==> config.mk <==
export PLATFORM = sky130hd
export DESIGN_NAME = floatingpoint_divider
export DESIGN_NICKNAME = d
export VERILOG_FILES = /design/src/rtl/fp_pkg.sv /design/src/rtl/fp_unpack.sv /design/src/rtl/floatingpoint_divider.sv
export SDC_FILE = /design/constraint.sdc
export NUM_CORES = 1
export LEC_CHECK = 0
export ABC_AREA = 1
export CAP_MARGIN = 20
export CORE_ASPECT_RATIO = 0.6
export CORE_UTILIZATION = 55
export DETAILED_ROUTE_END_ITERATION = 8
export PLACE_DENSITY = 0.85
export SLEW_MARGIN = 0
export SYNTH_ARGS = -nofsm -noshare
export SYNTH_HDL_FRONTEND = slang
export SYNTH_SLANG_ARGS = --single-unit
==> constraint.sdc <==
create_clock -name clk_i -period 4.99 [get_ports clk_i]
set_input_delay 0.499 -clock clk_i [delete_from_list [all_inputs] [get_ports clk_i]]
set_output_delay 0.499 -clock clk_i [all_outputs]
set_load 0.005 [all_outputs]
==> src/rtl/fp_pkg.sv <==
// Shared types and constants for the single-precision divider.
package fp_pkg;

    localparam int          FP_EXP_W  = 8;
    localparam int          FP_FRAC_W = 23;
    localparam int          FP_BIAS   = 127;
    localparam logic [31:0] FP_QNAN   = 32'h7FC0_0000;

    // Divider control states
    typedef enum logic [1:0] {
        IDLE = 2'd0,
        DIV  = 2'd1,
        NORM = 2'd2,
        DONE = 2'd3
    } fsm_state_e;

    // Operand classes; denormals are folded into ZERO
    typedef enum logic [1:0] {
        ZERO   = 2'd0,
        NORMAL = 2'd1,
        INF    = 2'd2,
        NAN    = 2'd3
    } fp_class_e;

    // Classify an operand from its exponent and fraction fields.
    function automatic fp_class_e fp_classify(
        input logic [FP_EXP_W-1:0]  exp_bits,
        input logic [FP_FRAC_W-1:0] frac_bits
    );
        fp_class_e cls;
        if (exp_bits == {FP_EXP_W{1'b0}}) begin
            cls = ZERO;
        end else if (exp_bits == {FP_EXP_W{1'b1}}) begin
            cls = (frac_bits == {FP_FRAC_W{1'b0}}) ? INF : NAN;
        end else begin
            cls = NORMAL;
        end
        return cls;
    endfunction

endpackage

==> src/rtl/fp_unpack.sv <==
// Splits an IEEE-754 single word into sign, exponent, mantissa with the
// hidden bit set, and an operand class.
module fp_unpack
    import fp_pkg::*;
(
    input  logic [FP_EXP_W+FP_FRAC_W:0] word_i,
    output logic                        sign_o,
    output logic [FP_EXP_W-1:0]         exp_o,
    output logic [FP_FRAC_W:0]          mant_o,
    output fp_class_e                   class_o
);

    assign sign_o  = word_i[FP_EXP_W+FP_FRAC_W];
    assign exp_o   = word_i[FP_EXP_W+FP_FRAC_W-1:FP_FRAC_W];
    // The hidden bit is always set; zero/denormal handling goes through class_o.
    assign mant_o  = {1'b1, word_i[FP_FRAC_W-1:0]};
    assign class_o = fp_classify(word_i[FP_EXP_W+FP_FRAC_W-1:FP_FRAC_W],
                                 word_i[FP_FRAC_W-1:0]);

endmodule

==> src/rtl/floatingpoint_divider.sv <==
// Multi-cycle IEEE-754 single-precision divider: restoring mantissa division
// (25 quotient bits, one per cycle), one normalisation step, truncation.
// Optional macro FPDIV_SPECIAL_EN adds NaN/inf/zero handling, denormal flush
// and exponent saturation; without it the exponent simply wraps to 8 bits.
module floatingpoint_divider
    import fp_pkg::*;
#(
    parameter int DATA_WIDTH = 32
) (
    input  logic                  clk_i,
    input  logic                  rst_ni,
    input  logic                  valid_i,
    output logic                  ready_o,
    input  logic [DATA_WIDTH-1:0] dataA_i,
    input  logic [DATA_WIDTH-1:0] dataB_i,
    output logic                  valid_o,
    input  logic                  ready_i,
    output logic [DATA_WIDTH-1:0] data_o
);

    localparam int MANT_W = FP_FRAC_W + 1;   // mantissa with hidden bit
    localparam int REM_W  = MANT_W + 2;      // partial remainder
    localparam int Q_W    = MANT_W + 1;      // quotient bits produced
    localparam logic signed [9:0] EXP_OFS_HI = 10'(FP_BIAS);
    localparam logic signed [9:0] EXP_OFS_LO = 10'(FP_BIAS - 1);

    // Unpacked operands
    logic                sign_a_s, sign_b_s;
    logic [FP_EXP_W-1:0] exp_a_s, exp_b_s;
    logic [MANT_W-1:0]   mant_a_s, mant_b_s;
    fp_class_e           class_a_s, class_b_s;

    fp_unpack u_unpack_a (
        .word_i  (dataA_i),
        .sign_o  (sign_a_s),
        .exp_o   (exp_a_s),
        .mant_o  (mant_a_s),
        .class_o (class_a_s)
    );

    fp_unpack u_unpack_b (
        .word_i  (dataB_i),
        .sign_o  (sign_b_s),
        .exp_o   (exp_b_s),
        .mant_o  (mant_b_s),
        .class_o (class_b_s)
    );

    // State
    fsm_state_e             state_q;
    logic                   ready_q;
    logic                   valid_q;
    logic                   sign_q;
    logic signed [9:0]      exp_q;
    logic [REM_W-1:0]       rem_q;
    logic [MANT_W-1:0]      div_q;
    logic [Q_W-1:0]         q_q;
    logic [4:0]             cnt_q;
    logic [DATA_WIDTH-1:0]  data_q;
`ifdef FPDIV_SPECIAL_EN
    fp_class_e              class_a_q;
    fp_class_e              class_b_q;
`endif

    // Next-state values
    logic                   rem_ge_s;
    logic [REM_W-1:0]       rem_sub_s;
    logic [REM_W-1:0]       rem_d;
    logic [Q_W-1:0]         q_d;
    logic signed [9:0]      exp_calc_s;
    logic [FP_FRAC_W-1:0]   frac_s;
    logic [DATA_WIDTH-1:0]  result_d;
    logic                   unused_s;

    // One restoring-division step: subtract if it fits, then shift.
    always_comb begin
        rem_ge_s  = 1'b0;
        rem_sub_s = '0;
        rem_ge_s  = (rem_q >= {2'b00, div_q});
        if (rem_ge_s) begin
            rem_sub_s = rem_q - {2'b00, div_q};
        end else begin
            rem_sub_s = rem_q;
        end
        rem_d = {rem_sub_s[REM_W-2:0], 1'b0};
        q_d   = {q_q[Q_W-2:0], rem_ge_s};
    end

    // Normalise the quotient, build the exponent and pack the result word.
    always_comb begin
        exp_calc_s = '0;
        frac_s     = '0;
        if (q_q[Q_W-1]) begin
            exp_calc_s = exp_q + EXP_OFS_HI;
            frac_s     = q_q[Q_W-2:1];
        end else begin
            exp_calc_s = exp_q + EXP_OFS_LO;
            frac_s     = q_q[Q_W-3:0];
        end
        result_d = {sign_q, exp_calc_s[FP_EXP_W-1:0], frac_s};
`ifdef FPDIV_SPECIAL_EN
        if ((class_a_q == NAN) || (class_b_q == NAN) ||
            ((class_a_q == ZERO) && (class_b_q == ZERO)) ||
            ((class_a_q == INF) && (class_b_q == INF))) begin
            result_d = FP_QNAN;
        end else if ((class_b_q == ZERO) || (class_a_q == INF)) begin
            result_d = {sign_q, 8'hFF, 23'd0};
        end else if ((class_a_q == ZERO) || (class_b_q == INF)) begin
            result_d = {sign_q, 31'd0};
        end else if (exp_calc_s >= 10'sd255) begin
            result_d = {sign_q, 8'hFF, 23'd0};
        end else if (exp_calc_s <= 10'sd0) begin
            result_d = {sign_q, 31'd0};
        end else begin
            result_d = {sign_q, exp_calc_s[FP_EXP_W-1:0], frac_s};
        end
`endif
    end

    // The remainder MSB never survives the shift; in the plain build the
    // class outputs and upper exponent bits have no consumer either.
`ifdef FPDIV_SPECIAL_EN
    assign unused_s = rem_sub_s[REM_W-1];
`else
    assign unused_s = ^{rem_sub_s[REM_W-1], exp_calc_s[9:8], class_a_s, class_b_s};
`endif

    // Control FSM with datapath registers and registered handshake outputs.
    always_ff @(posedge clk_i or negedge rst_ni) begin
        if (!rst_ni) begin
            state_q   <= IDLE;
            ready_q   <= 1'b1;
            valid_q   <= 1'b0;
            sign_q    <= 1'b0;
            exp_q     <= '0;
            rem_q     <= '0;
            div_q     <= '0;
            q_q       <= '0;
            cnt_q     <= 5'd0;
            data_q    <= '0;
`ifdef FPDIV_SPECIAL_EN
            class_a_q <= ZERO;
            class_b_q <= ZERO;
`endif
        end else begin
            case (state_q)
                IDLE: begin
                    if (valid_i) begin
                        sign_q    <= sign_a_s ^ sign_b_s;
                        exp_q     <= $signed({2'b00, exp_a_s}) - $signed({2'b00, exp_b_s});
                        rem_q     <= {2'b00, mant_a_s};
                        div_q     <= mant_b_s;
                        q_q       <= '0;
                        cnt_q     <= 5'd24;
`ifdef FPDIV_SPECIAL_EN
                        class_a_q <= class_a_s;
                        class_b_q <= class_b_s;
`endif
                        ready_q   <= 1'b0;
                        state_q   <= DIV;
                    end
                end
                DIV: begin
                    rem_q <= rem_d;
                    q_q   <= q_d;
                    if (cnt_q == 5'd0) begin
                        state_q <= NORM;
                    end else begin
                        cnt_q <= cnt_q - 5'd1;
                    end
                end
                NORM: begin
                    data_q  <= result_d;
                    valid_q <= 1'b1;
                    state_q <= DONE;
                end
                DONE: begin
                    if (ready_i) begin
                        valid_q <= 1'b0;
                        ready_q <= 1'b1;
                        state_q <= IDLE;
                    end
                end
                default: begin
                    valid_q <= 1'b0;
                    ready_q <= 1'b1;
                    state_q <= IDLE;
                end
            endcase
        end
    end

    assign ready_o = ready_q;
    assign valid_o = valid_q;
    assign data_o  = data_q;

endmodule

After elaboration in Yosys (flattened, before gate mapping):

Cells that the tools add are included.

* input port bits: 68
* logic and storage cells: 54
* bits in registers: 125
* output and inout port bits: 34

* equal/unequal tests: 7
* reduce and logical (&&, ||, !) cells: 11
* bitwise logic cells: 1
* multiplexer cells: 19
* add/subtract/negate cells: 5
* order comparisons: 1

Operator list (number)
* $pmux W26 S2: 1
* $mux W25: 2
* $pmux W25 S2: 1
* $ge A26 B24 Y1: 1
* $mux W26: 1
* $sub A25 B24 Y25: 1
* $mux W23: 1
* $add A8 B8 Y8 const B: 2
* $mux W5: 2
* $pmux W5 S2: 1
* $reduce_and A3 Y1: 3
* $mux W8: 1
* $ne A2 B2 Y1 const B: 4
* $pmux W2 S4: 1
* $sub A8 B8 Y8: 1
* $mux W2: 3
* $reduce_and A2 Y1: 3
* $reduce_bool A2 Y1: 3
* $logic_not A5 Y1: 1
* $sub A5 B1 Y5 const B: 1
* $eq A2 B2 Y1 const B: 2
* $pmux W1 S2: 2
* $mux W1: 3
* $eq A2 B1 Y1 const B: 1
* other kinds (2): 2

Logic depth before layout (Yosys ltp):

Gate-level depths: netlist (run 1).

* depth in word-level cells: 3
* gate-level depth with buffers: 16
* mapped depth without buffers: 16

Hierarchy:

From an unflattened synthesis (run 1), not the netlist that was laid out.

* cell total of the unflattened synthesis: 1230
* area total of the unflattened synthesis: 8635.8 sq um

By module, submodules not included
* floatingpoint_divider: instances 1, sequential area each 3129.3 sq um, area each 7815.0 sq um, cells an instance 1080
* fp_unpack: instances 2, sequential area each 0.0 sq um, area each 410.4 sq um, cells an instance 75

Worst setup path before layout (run 1):

OpenSTA, ideal clock, no wires.

* path kind: register to register
* start: register rem_q[0]
* end: register rem_q[25]
* setup time: 0.117 ns
* clock period less this slack: 2.001 ns
* data required time: 4.873 ns
* path buffers: 0
* arrival time: 1.883 ns
* setup slack: 2.989 ns
* stages on the path, launching flop included: 15
* cells stage by stage: dfrtp_1 -> inv_1 -> ha_1 -> inv_1 -> fa_1 -> a21oi_1 -> o21bai_1 -> nand2_1 -> nand2_1 -> nand2_1 -> nand2_1 -> nand2_1 -> nand2_1 -> nand3_1 -> nand2_1

* longest elaborated chain between the ends: 3
* elaborated cells between the ends (all ways): 4
* those cells by class: add/sub: 1; order compare: 1; mux: 2

Ends and longest elaborated chain
* from (decl): RTL line floatingpoint_divider.sv:55 `logic [REM_W-1:0] rem_q;`
* from (signal assigned): RTL line floatingpoint_divider.sv:151 `rem_q <= {2'b00, mant_a_s};`
* from (signal assigned): RTL line floatingpoint_divider.sv:164 `rem_q <= rem_d;`
* $sub A25 B24 Y25 or $ge A26 B24 Y1 (tied branches): RTL line floatingpoint_divider.sv:81, floatingpoint_divider.sv:79
* $mux W25 *: RTL line floatingpoint_divider.sv:80 `if (rem_ge_s) begin`
* $pmux W26 S2 *: RTL line floatingpoint_divider.sv:146 `case (state_q)`

Mark *: on every way between the ends. The rest lies on a longest branch, timed or not.
A chain may end at the register's enable or synchronous reset.

Final worst setup path (run 1):

* start: register state_q[1]
* end: register rem_q[23]

* longest elaborated chain between the ends: 3
* elaborated cells between the ends (all ways): 6
* those cells by class: eq/ne: 2; mux: 1; reduce/logical: 3

Ends and longest elaborated chain
* from (decl): RTL line floatingpoint_divider.sv:50 `fsm_state_e state_q;`
* from (signal assigned): RTL line floatingpoint_divider.sv:131 `state_q <= IDLE;`
* from (signal assigned): RTL line floatingpoint_divider.sv:160 `state_q <= DIV;`
* from (signal assigned): RTL line floatingpoint_divider.sv:167 `state_q <= NORM;`
* $eq A2 B1 Y1 or $logic_not A2 Y1 (tied branches): RTL line floatingpoint_divider.sv:146
* $reduce_bool A2 Y1 (no line) or $ne A2 B2 Y1 (tied branches)
* $reduce_and A2 Y1 (no line)

Several ways; a longest one is shown, not always the timed one.

==> impl_metrics.toml, run 1 <==
[status]
status = "finished, final reports clean"

[sta]
fmax_mhz = 335
fin_crit_sh = 0.598
skew_ns = 0.0151
hold_viol = 0
setup_viol = 0
min_period_ns = 2.98
report.final.slew_viol_count = 0
fin_setup_tns_ns = 0
rsz0062_at_grt = "no"
tightest_slew_ns = 0.968
maxSlewHeadroom = 0.354

[critical_path]
required_ns = 5.34
path_delay_family = "buffers and inverters"
critPathArrivalTime_ns = 3.33
cpMostUsedCell = "inv_1"
critPathBufInv = 4
crit_fanout = 26
cp_cell_sequence = "inv_1 -> ha_1 -> buf_4 -> inv_1 -> nor2_1 -> inv_1 -> o21ai_0 -> a21oi_1"
worstSetupStartpointType = "flop"
critPathMaxStageDelay_ns = 0.73
slowest_stage = "inv_1"
worstSetupEndpointType = "flop"
critPathKind = "flop to flop"

[place]
gp_congestion = 0.989
hpwl_um = 14300
port_buffers = 101
placedCellCount = 1331

[routing]
drc = 0
viasPerCell = 5.45
wl_per_cell_um = 15.0
drt_wl_total_um = 20500
dr.pass1.iters = 5
num_vias = 7437
drtIter0Drc = 676
ant_nets = 0

[global_route]
grt_max_degree = 83
grt_pass1_vias = 6798
grt_usage = 0.296
grt_first_pass_wirelength_um = 33500
gr-total-overflow = 0
antenna_found_initial = 0

[pwr]
internal-power_uw = 3790
power_frac_clock = 0.169
cellLeakagePower_uw = 0.00472
swShare = 0.487
ir_drop_mv = 0.330
p_comb_frac = 0.588
pwr-share-seq = 0.243
power.density_nw_per_um2 = 778
power_switching_uw = 3600

[synth]
synth.distinct_cells = 37
synth-seq-area-share = 0.403
syn_nets = 1180
netlist_area_um2 = 7760
syn-instance-count = 1069
syn_area_per_cell_um2 = 7.26
ys_ff_latch = 125
synth_top_cells_by_area = "dfrtp_1 40%, nand2_1 12%, inv_1 8.5%, ha_1 6.6%, o21ai_0 6.4%"
yosysWarningCount = 0
synth_top_area_share = 0.400
synth.largest_area_cell = "dfrtp_1"

[cts]
cts_sinks = 125
cts_resized = 0
clkSlewWorstSetupHoldPaths_ns = 0.06
cts.path.max_buffers = 2
h-tree-depth = 4
hold_buffers = 0
cts-buffers-inserted = 17
root_buffer = "clkbuf_16"
cts_setup_buffers = 0
cts_tree = "yes"
clkLatencyLatePin_ns = 0.43

[layout]
nets = 1270
ff_latch_area_um2 = 3130
drive_above_1_share = 0.0529
multi_input_area_um2 = 3770
area_delta_synth_final_pct = 22.6
n_antenna_cell = 0
fin_cells = 1364
fillers = 1162

[floorplan]
ios = 102
std_cell_rows = 33
die_area_um2 = 14600
core-area_um2 = 13700
die_w_um = 155
chipHeight_um = 94.0
start_util = 0.566

[flow_run]
cap_violations = 0

[hold_path]
hp-class = "input port to async pin"
power groups by stage:
| stage | logic, µW | registers, µW | clock network, µW |
|---|---|---|---|
| finish | 4350 | 1800 | 1250 |
| global route | 4860 | 1850 | 1310 |
| CTS | 4260 | 1790 | 1260 |
| detailed placement | 4210 | 1790 | 0 |
| global placement | 4120 | 1790 | 0 |
| floorplan | 3090 | 1710 | 0 |
state kept, by name, indices dropped and copies added, names as in the netlist:
| register | flops |
|---|---|
| state_q | 2 |
| valid_o | 1 |
| ready_o | 1 |
| cnt_q | 5 |
| data_o | 32 |
| rem_q | 26 |
| exp_q | 8 |
| sign_q | 1 |
| q_q | 25 |
| div_q | 24 |
stage by stage:
step | setup slack [ns] | util | area, µm² | hold WS, ns | power, µW
5_1_grt | 1.77 | 0.694 | 9510 | 0.0349 | 8010
3_3_place_gp | 1.94 | 0.649 | 8890 | 0.443 | 5910
4_1_cts | 2.07 | 0.692 | 9480 | 0.296 | 7300
6_report | 2.01 | 0.694 | 9510 | 0.0115 | 7400
3_5_place_dp | 1.84 | 0.649 | 8890 | 0.465 | 6010
2_1_floorplan | 2.99 | - | 7760 | 0.203 | 4800
path summary, 6_finish.rpt:
check,start,end,slack (ns),cells after the start
worst max-delay path,state_q[1],rem_q[23],2.01,8
min in group clk_i,data_o[24],data_o[24],0.48,2
max in group asynchronous,rst_ni,cnt_q[0],3.76,3
worst max register to register,state_q[1],rem_q[23],2.01,8
worst min register to register,data_o[24],data_o[24],0.48,2
worst min-delay path,rst_ni,div_q[12],0.01,1
layout make-up:
type                            instances  share of cell area
Sequential cell                       125               0.329
Timing Repair Buffer                  110               0.115
Multi-Input combinational cell        722               0.396
Clock buffer                           17              0.0447
Inverter                              183              0.0722
Tap cell                              192              0.0253
Clock inverter                         15              0.0171
worst register-to-register path: stages (launching register included):
cell,delay (ns)
dfrtp_1,0.37
inv_1,0.10
ha_1,0.19
buf_4,0.24
inv_1,0.73
nor2_1,0.23
inv_1,0.67
o21ai_0,0.21
a21oi_1,0.18
layer usage:
| layer | track usage | part of all wire | routed length [µm] |
|---|---|---|---|
| met5 | 0 | 0 | 0 |
| met4 | 0.0645 | 0.0070 | 143 |
| met3 | 0.0494 | 0.090 | 1840 |
| met2 | 0.423 | 0.40 | 8180 |
| met1 | 0.463 | 0.50 | 10300 |
Yosys cell counts:
master      n
a21o_1      3
a21oi_1    64
a21oi_2     3
a21oi_4     1
a31oi_1     2
and2_1      1
buf_1       1
buf_2       8
buf_6       2
clkbuf_1   28
clkinv_1    1
dfrtp_1   124
dfstp_2     1
fa_1        2
ha_1       41
inv_1     175
inv_2       7
nand2_1   250
nand2_2     3
nand3_1    71
nand3_4     1
nand3b_1    3
nand4_1    29
nand4_4     1
nor2_1     87
nor2_2      1
nor3_1      6
o2111a_1    1
o211ai_1    1
o21ai_0    99
o21bai_1    2
o22ai_1    26
o31ai_1     1
or2_1       1
or2_2       2
xnor2_1    10
xor2_1     10
cell families after synthesis:
kind of cell / share of synthesized area
and+or+nand+nor: 0.251
buffers and inverters: 0.111
AOI/OAI and AO/OA: 0.141
DFF: 0.403
adders and majority gates: 0.0713
xor gates and xnor gates: 0.0226
cells in the final DEF (no fill, tap or decap), types with 2 or more instances in the layout:
| master | n |
|---|---|
| nand2_1 | 250 |
| inv_1 | 175 |
| dfrtp_1 | 124 |
| clkdlybuf4s50_1 | 100 |
| o21ai_0 | 99 |
| nor2_1 | 87 |
| nand3_1 | 71 |
| a21oi_1 | 64 |
| ha_1 | 41 |
| nand4_1 | 29 |
| o22ai_1 | 26 |
| clkbuf_16 | 17 |
| xnor2_1 | 10 |
| xor2_1 | 10 |
| buf_4 | 9 |
| inv_2 | 7 |
| nor3_1 | 6 |
| inv_6 | 4 |
| nand2_2 | 3 |
| a21oi_2 | 3 |
| nand3b_1 | 3 |
| a21o_1 | 3 |
| clkinv_4 | 3 |
| clkinv_2 | 3 |
| o21bai_1 | 2 |
| a31oi_1 | 2 |
| or2_2 | 2 |
| fa_1 | 2 |
| clkinvlp_4 | 2 |
| bufinv_16 | 2 |
No activity file was read; power rests on OpenSTA's default activity.
==> run 2: changes to the inputs <==
- clock period: 4.99 -> 2.8 ns (I/O delays scaled with it)
==> run 2 against run 1 <==
  * First-iteration DRC count increased by 6.1%
  * Clock-buffer cell count rose by 1
  * Critical path type unchanged
  * Clock skew is 0.0024 ns lower
  * Sequential share of layout area down 0.27 points
  * Design area increased by 0.84%
  * Setup slack got worse by 1.6 ns
  * Combinational power grew 82%
  * Flip-flop and latch count unchanged
==> impl_metrics.toml, run 2 (same netlist as run 1, synthesis figures left out) <==
[layout]
largest_reg_flops = 32
drive_above_1_share = 0.0601
final_cell_mix = "250 x nand2_1, 175 x inv_1, 124 x dfrtp_1, 100 x clkdlybuf4s50_1, 99 x o21ai_0"
layout_commonest_cell = "nand2_1"
fillers = 1150
n_antenna_cell = 0
nets = 1280
area_delta_synth_final_pct = 23.6
fin_util = 0.700

[routing]
drc = 0
viasPerCell = 5.40
num_vias = 7420
ant_nets = 0
drtIter0Drc = 717
wl_per_cell_um = 15.4
dr.pass1.iters = 5
drt_wl_total_um = 21100

[sta]
tightest_slew_ns = 0.835
skew_ns = 0.0127
fin_crit_sh = 0.870
fin_setup_tns_ns = 0
setup_viol = 0
min_period_ns = 2.44
rsz0062_at_grt = "no"
fmax_mhz = 410
maxSlewHeadroom = 0.442
hold_slack_ns = 0.312
hold_viol = 0
report.final.slew_viol_count = 0
final.setup.worst_slack_ns = 0.364

[cts]
cts_sinks = 125
cts-buffers-inserted = 17
cts.path.max_buffers = 2
cts_tree = "yes"
root_buffer = "clkbuf_16"
clkLatencyLatePin_ns = 0.42
clkSlewWorstSetupHoldPaths_ns = 0.06
h-tree-depth = 4

[pwr]
p_comb_frac = 0.594
internal-power_uw = 6870
power_switching_uw = 6440
cellLeakagePower_uw = 0.00477
swShare = 0.484
power_frac_clock = 0.169
power.density_nw_per_um2 = 1390
pwr-share-seq = 0.237
ir_drop_mv = 0.570

[critical_path]
required_ns = 3.10
worstSetupEndpointType = "flop"
critPathArrivalTime_ns = 2.74
regToRegSetupSlack_ns = 0.36
worstSetupStartpointType = "flop"
critPathKind = "flop to flop"
crit_fanout = 25

[place]
pre_cts_ws_ns = 0.423
gp_congestion = 0.978
port_buffers = 101
hpwl_um = 15000

[global_route]
grt_usage = 0.305
gr-total-overflow = 0
grt_max_degree = 99
grt_first_pass_wirelength_um = 34400
antenna_found_initial = 0
grt_pass1_vias = 6815

[flow_run]
cap_violations = 0

[floorplan]
chipHeight_um = 94.0
start_util = 0.566
die_area_um2 = 14600
die_w_um = 155
std_cell_rows = 33
core-area_um2 = 13700
ios = 102

[hold_path]
hp-class = "input port to async pin"

[status]
status = "finished, final reports clean"
## run 2: cell types whose count changed in the layout (fill, tap and decap cells not counted), sizes merged
| cell | previous run | this run |
|---|---|---|
| buf | 10 | 19 |
| clkbuf | 17 | 18 |
| clkinv | 7 | 8 |
| clkinvlp | 2 | 1 |
| dlygate4sd3 | 0 | 1 |
| inv | 187 | 186 |
## run 2: per-layer routing
metal / GRT usage / up-vias / part of all wire
met1: 0.463 / 3420 / 0.49
met4: 0.0645 / 0 / 0.0091
li1: - / 3645 / -
met3: 0.0590 / 20 / 0.092
met5: 0 / - / 0
met2: 0.449 / 335 / 0.41
## run 2: power groups by stage
| stage | registers (µW) | logic, µW | clock network (µW) |
|---|---|---|---|
| finish | 3150 | 7900 | 2250 |
| global route | 3240 | 8850 | 2340 |
| CTS | 3140 | 7790 | 2270 |
| detailed placement | 3150 | 7680 | 0 |
| global placement | 3130 | 7500 | 0 |
| floorplan | 3040 | 5510 | 0 |
## run 2: timing repair
item,in CTS,in global routing
resized for setup,0,0
endpoints found under the setup margin,0,0
hold endpoints to repair,27,0
buffers inserted,0,0
hold buffers,1,0
## run 2: worst max-delay path, cell delays in order (launching register included)
cell and delay, ns:
dfrtp_1 0.40, inv_1 0.12, ha_1 0.42, inv_1 0.29, nor2_1 0.28, inv_1 0.41, o21ai_0 0.31, a21oi_1 0.09
## run 2: final cells by class
| type | instances | area [µm²] | area share |
|---|---|---|---|
| clock buffer | 18 | 439 | 0.0458 |
| clock inverter | 14 | 159 | 0.0166 |
| inverter | 183 | 687 | 0.0716 |
| multi-input combinational | 722 | 3770 | 0.393 |
| sequential | 125 | 3130 | 0.326 |
| tap | 192 | 240 | 0.0251 |
| timing repair buffer | 120 | 1170 | 0.122 |
## run 2: per-stage QoR
stage,cells,instance area (µm²),total power [µW]
finish,1374,9590,13300
global route,1374,9590,14400
CTS,1374,9590,13200
detailed placement,1341,8980,10800
global placement,1341,8980,10600
floorplan,1069,7760,8560
## run 2: path summary, 6_finish.rpt
| path | from | to | cells after the start |
|---|---|---|---|
| worst max-delay path | state_q[1] | rem_q[23] | 7 |
| min in group clk_i | dataB_i[15] | div_q[15] | 3 |
| worst max register to register | state_q[1] | rem_q[23] | 7 |
| worst min-delay path | rst_ni | div_q[6] | 2 |
| max in group asynchronous | rst_ni | rem_q[17] | 3 |
| worst min register to register | div_q[23] | div_q[23] | 2 |
==> run 3: changes to the inputs <==
- PLACE_DENSITY: 0.85 -> 0.84
- SYNTH_HIERARCHICAL: unset -> 1
==> run 3 against run 2 <==
  * Sequential share of layout area fell by 0.31 points
  * Global-route usage fell by 2.2 points
  * Clock-buffer cell count fell by 1
  * Via count rose by 0.20%
  * First-iteration DRC count fell by 5.3%
  * Clock skew barely moved
  * Die area rose by 7.1%
  * Critical path type unchanged
==> impl_metrics.toml, run 3 <==
[place]
port_buffers = 101
hpwl_um = 14800
postPlaceCellArea_um2 = 9050
gp_congestion = 0.965

[sta]
report.final.slew_viol_count = 0
skew_ns = 0.0122
min_period_ns = 2.41
setup_viol = 0
fin_setup_tns_ns = 0
fmax_mhz = 415
rsz0062_at_grt = "no"
hold_slack_ns = 0.312
maxSlewHeadroom = 0.477
fin_crit_sh = 0.860
tightest_slew_ns = 0.784
hold_viol = 0

[routing]
wl_per_cell_um = 15.1
ant_nets = 0
drtIter0Drc = 679
viasPerCell = 5.34
num_vias = 7435
dr.pass1.iters = 6
drt_wl_total_um = 21100
drc = 0

[critical_path]
cpMostUsedCell = "nand3_1"
cp_cell_sequence = "ha_1 -> nand2_1 -> nor2_1 -> nand3_1 -> nand3_1 -> nand2_2 -> nand3_4 -> nand3_1 -> nand3_1 -> a21oi_1"
critPathArrivalTime_ns = 2.72
setup.worst_path.start = "rem_q[6]"
worstSetupEndpointType = "flop"
endpoint = "rem_q[17]"
reg2regPathDepth = 10
required_ns = 3.11
path_delay_family = "simple AND/OR/NAND/NOR gates"
cp.depth = 10
rr_startpoint = "rem_q[6]"
critPathKind = "flop to flop"
critPathBufInv = 0
crit_fanout = 26
slowest_stage = "dfrtp_1"
regToRegSetupSlack_ns = 0.39
r2r_end = "rem_q[17]"
critPathMaxStageDelay_ns = 0.41
worstSetupStartpointType = "flop"

[pwr]
power_switching_uw = 6670
p_comb_frac = 0.592
pwr-share-seq = 0.237
internal-power_uw = 6990
power_frac_clock = 0.171
power.density_nw_per_um2 = 1410
ir_drop_mv = 0.697
cellLeakagePower_uw = 0.00484
swShare = 0.488

[synth]
yosysWarningCount = 6
syn_area_per_cell_um2 = 7.25
netlist_area_um2 = 8320
syn-instance-count = 1148
syn_nets = 1259

[layout]
fin_area_um2 = 9680
nets = 1293
layout_commonest_cell = "nand2_1"
ff_latch_area_um2 = 3130
final_cell_mix = "263 x nand2_1, 177 x inv_1, 124 x dfrtp_1, 100 x clkdlybuf4s50_1, 97 x o21ai_0"
n_antenna_cell = 0
fillers = 1253
drive_above_1_share = 0.0628
multi_input_area_um2 = 3830
area_delta_synth_final_pct = 16.4
largest_reg_flops = 32

[global_route]
grt_max_degree = 54
grt_usage = 0.283
gr-total-overflow = 0
grt_pass1_vias = 6879
antenna_found_initial = 0
grt_first_pass_wirelength_um = 34800

[cts]
clkSlewWorstSetupHoldPaths_ns = 0.07
cts_resized = 0
cts.path.max_buffers = 2
h-tree-depth = 4
hold_buffers = 1
cts_setup_buffers = 0
cts_tree = "yes"
clkLatencyLatePin_ns = 0.43
root_buffer = "clkbuf_16"
cts-buffers-inserted = 17
cts_sinks = 125

[hold_path]
hp-class = "input port to async pin"

[floorplan]
std_cell_rows = 34
chipHeight_um = 97.3
die_area_um2 = 15600
core-area_um2 = 14600
start_util = 0.568
ios = 102
die_w_um = 161

[status]
status = "finished, final reports clean"

[flow_run]
cap_violations = 0
-- run 3: changes by cell type in the layout (fill, tap and decap cells not counted), moves of 3 or more --
cell      previous run  this run
nand2_2              3         6
nor2_2               1         4
inv_8                1         5
nor2_1              87        78
clkinv_4             5         1
nand2_1            250       263
-- run 3: layout make-up --
cell class                      count  share of cell area
Clock inverter                     15              0.0199
Tap cell                          198              0.0256
Inverter                          184              0.0713
Sequential cell                   125               0.323
Clock buffer                       17              0.0439
Multi-Input combinational cell    734               0.396
Timing Repair Buffer              120               0.120
-- run 3: worst min-delay path by stage --
stage,start,depth (start not counted),end,slack [ns]
5_1_grt,rst_ni,2,sign_q,0.35
4_1_cts,rst_ni,2,exp_q[0],0.32
3_3_place_gp,rst_ni,1,exp_q[0],0.23
6_report,rst_ni,2,exp_q[0],0.31
3_5_place_dp,rst_ni,1,exp_q[0],0.23
2_1_floorplan,rst_ni,0,cnt_q[0],-0.02
-- run 3: routing by layer --
layer	vias up	track usage	wire, µm
met3	27	0.0734	2090
met1	3417	0.439	10500
met2	312	0.385	8310
li1	3679	-	-
met4	0	0.0747	249
met5	-	0	0
-- run 3: through the flow --
| stage | total power (µW) | utilization | instances | setup slack (ns) |
|---|---|---|---|---|
| after CTS | 13500 | 0.662 | 1393 | 0.438 |
| after global placement | 10900 | 0.619 | 1360 | 0.510 |
| after detailed placement | 11100 | 0.619 | 1360 | 0.475 |
| after global routing | 14900 | 0.662 | 1393 | 0.203 |
| final | 13700 | 0.662 | 1393 | 0.393 |
| after floorplan | 8860 | - | 1148 | 0.812 |
-- run 3: power groups by stage --
stage                     combinational (µW)  sequential [µW]  clock, µW
after floorplan                         5740             3110          0
after global placement                  7670             3210          0
after detailed placement                7870             3230          0
after CTS                               7960             3220       2360
after global routing                    9100             3330       2430
final                                   8090             3230       2340
-- run 3: worst reg2reg max path, stage by stage (launching register included) --
cell and delay, ns:
dfrtp_1 0.41, ha_1 0.37, nand2_1 0.14, nor2_1 0.24, nand3_1 0.14, nand3_1 0.19, nand2_2 0.10, nand3_4 0.29
nand3_1 0.21, nand3_1 0.13, a21oi_1 0.07
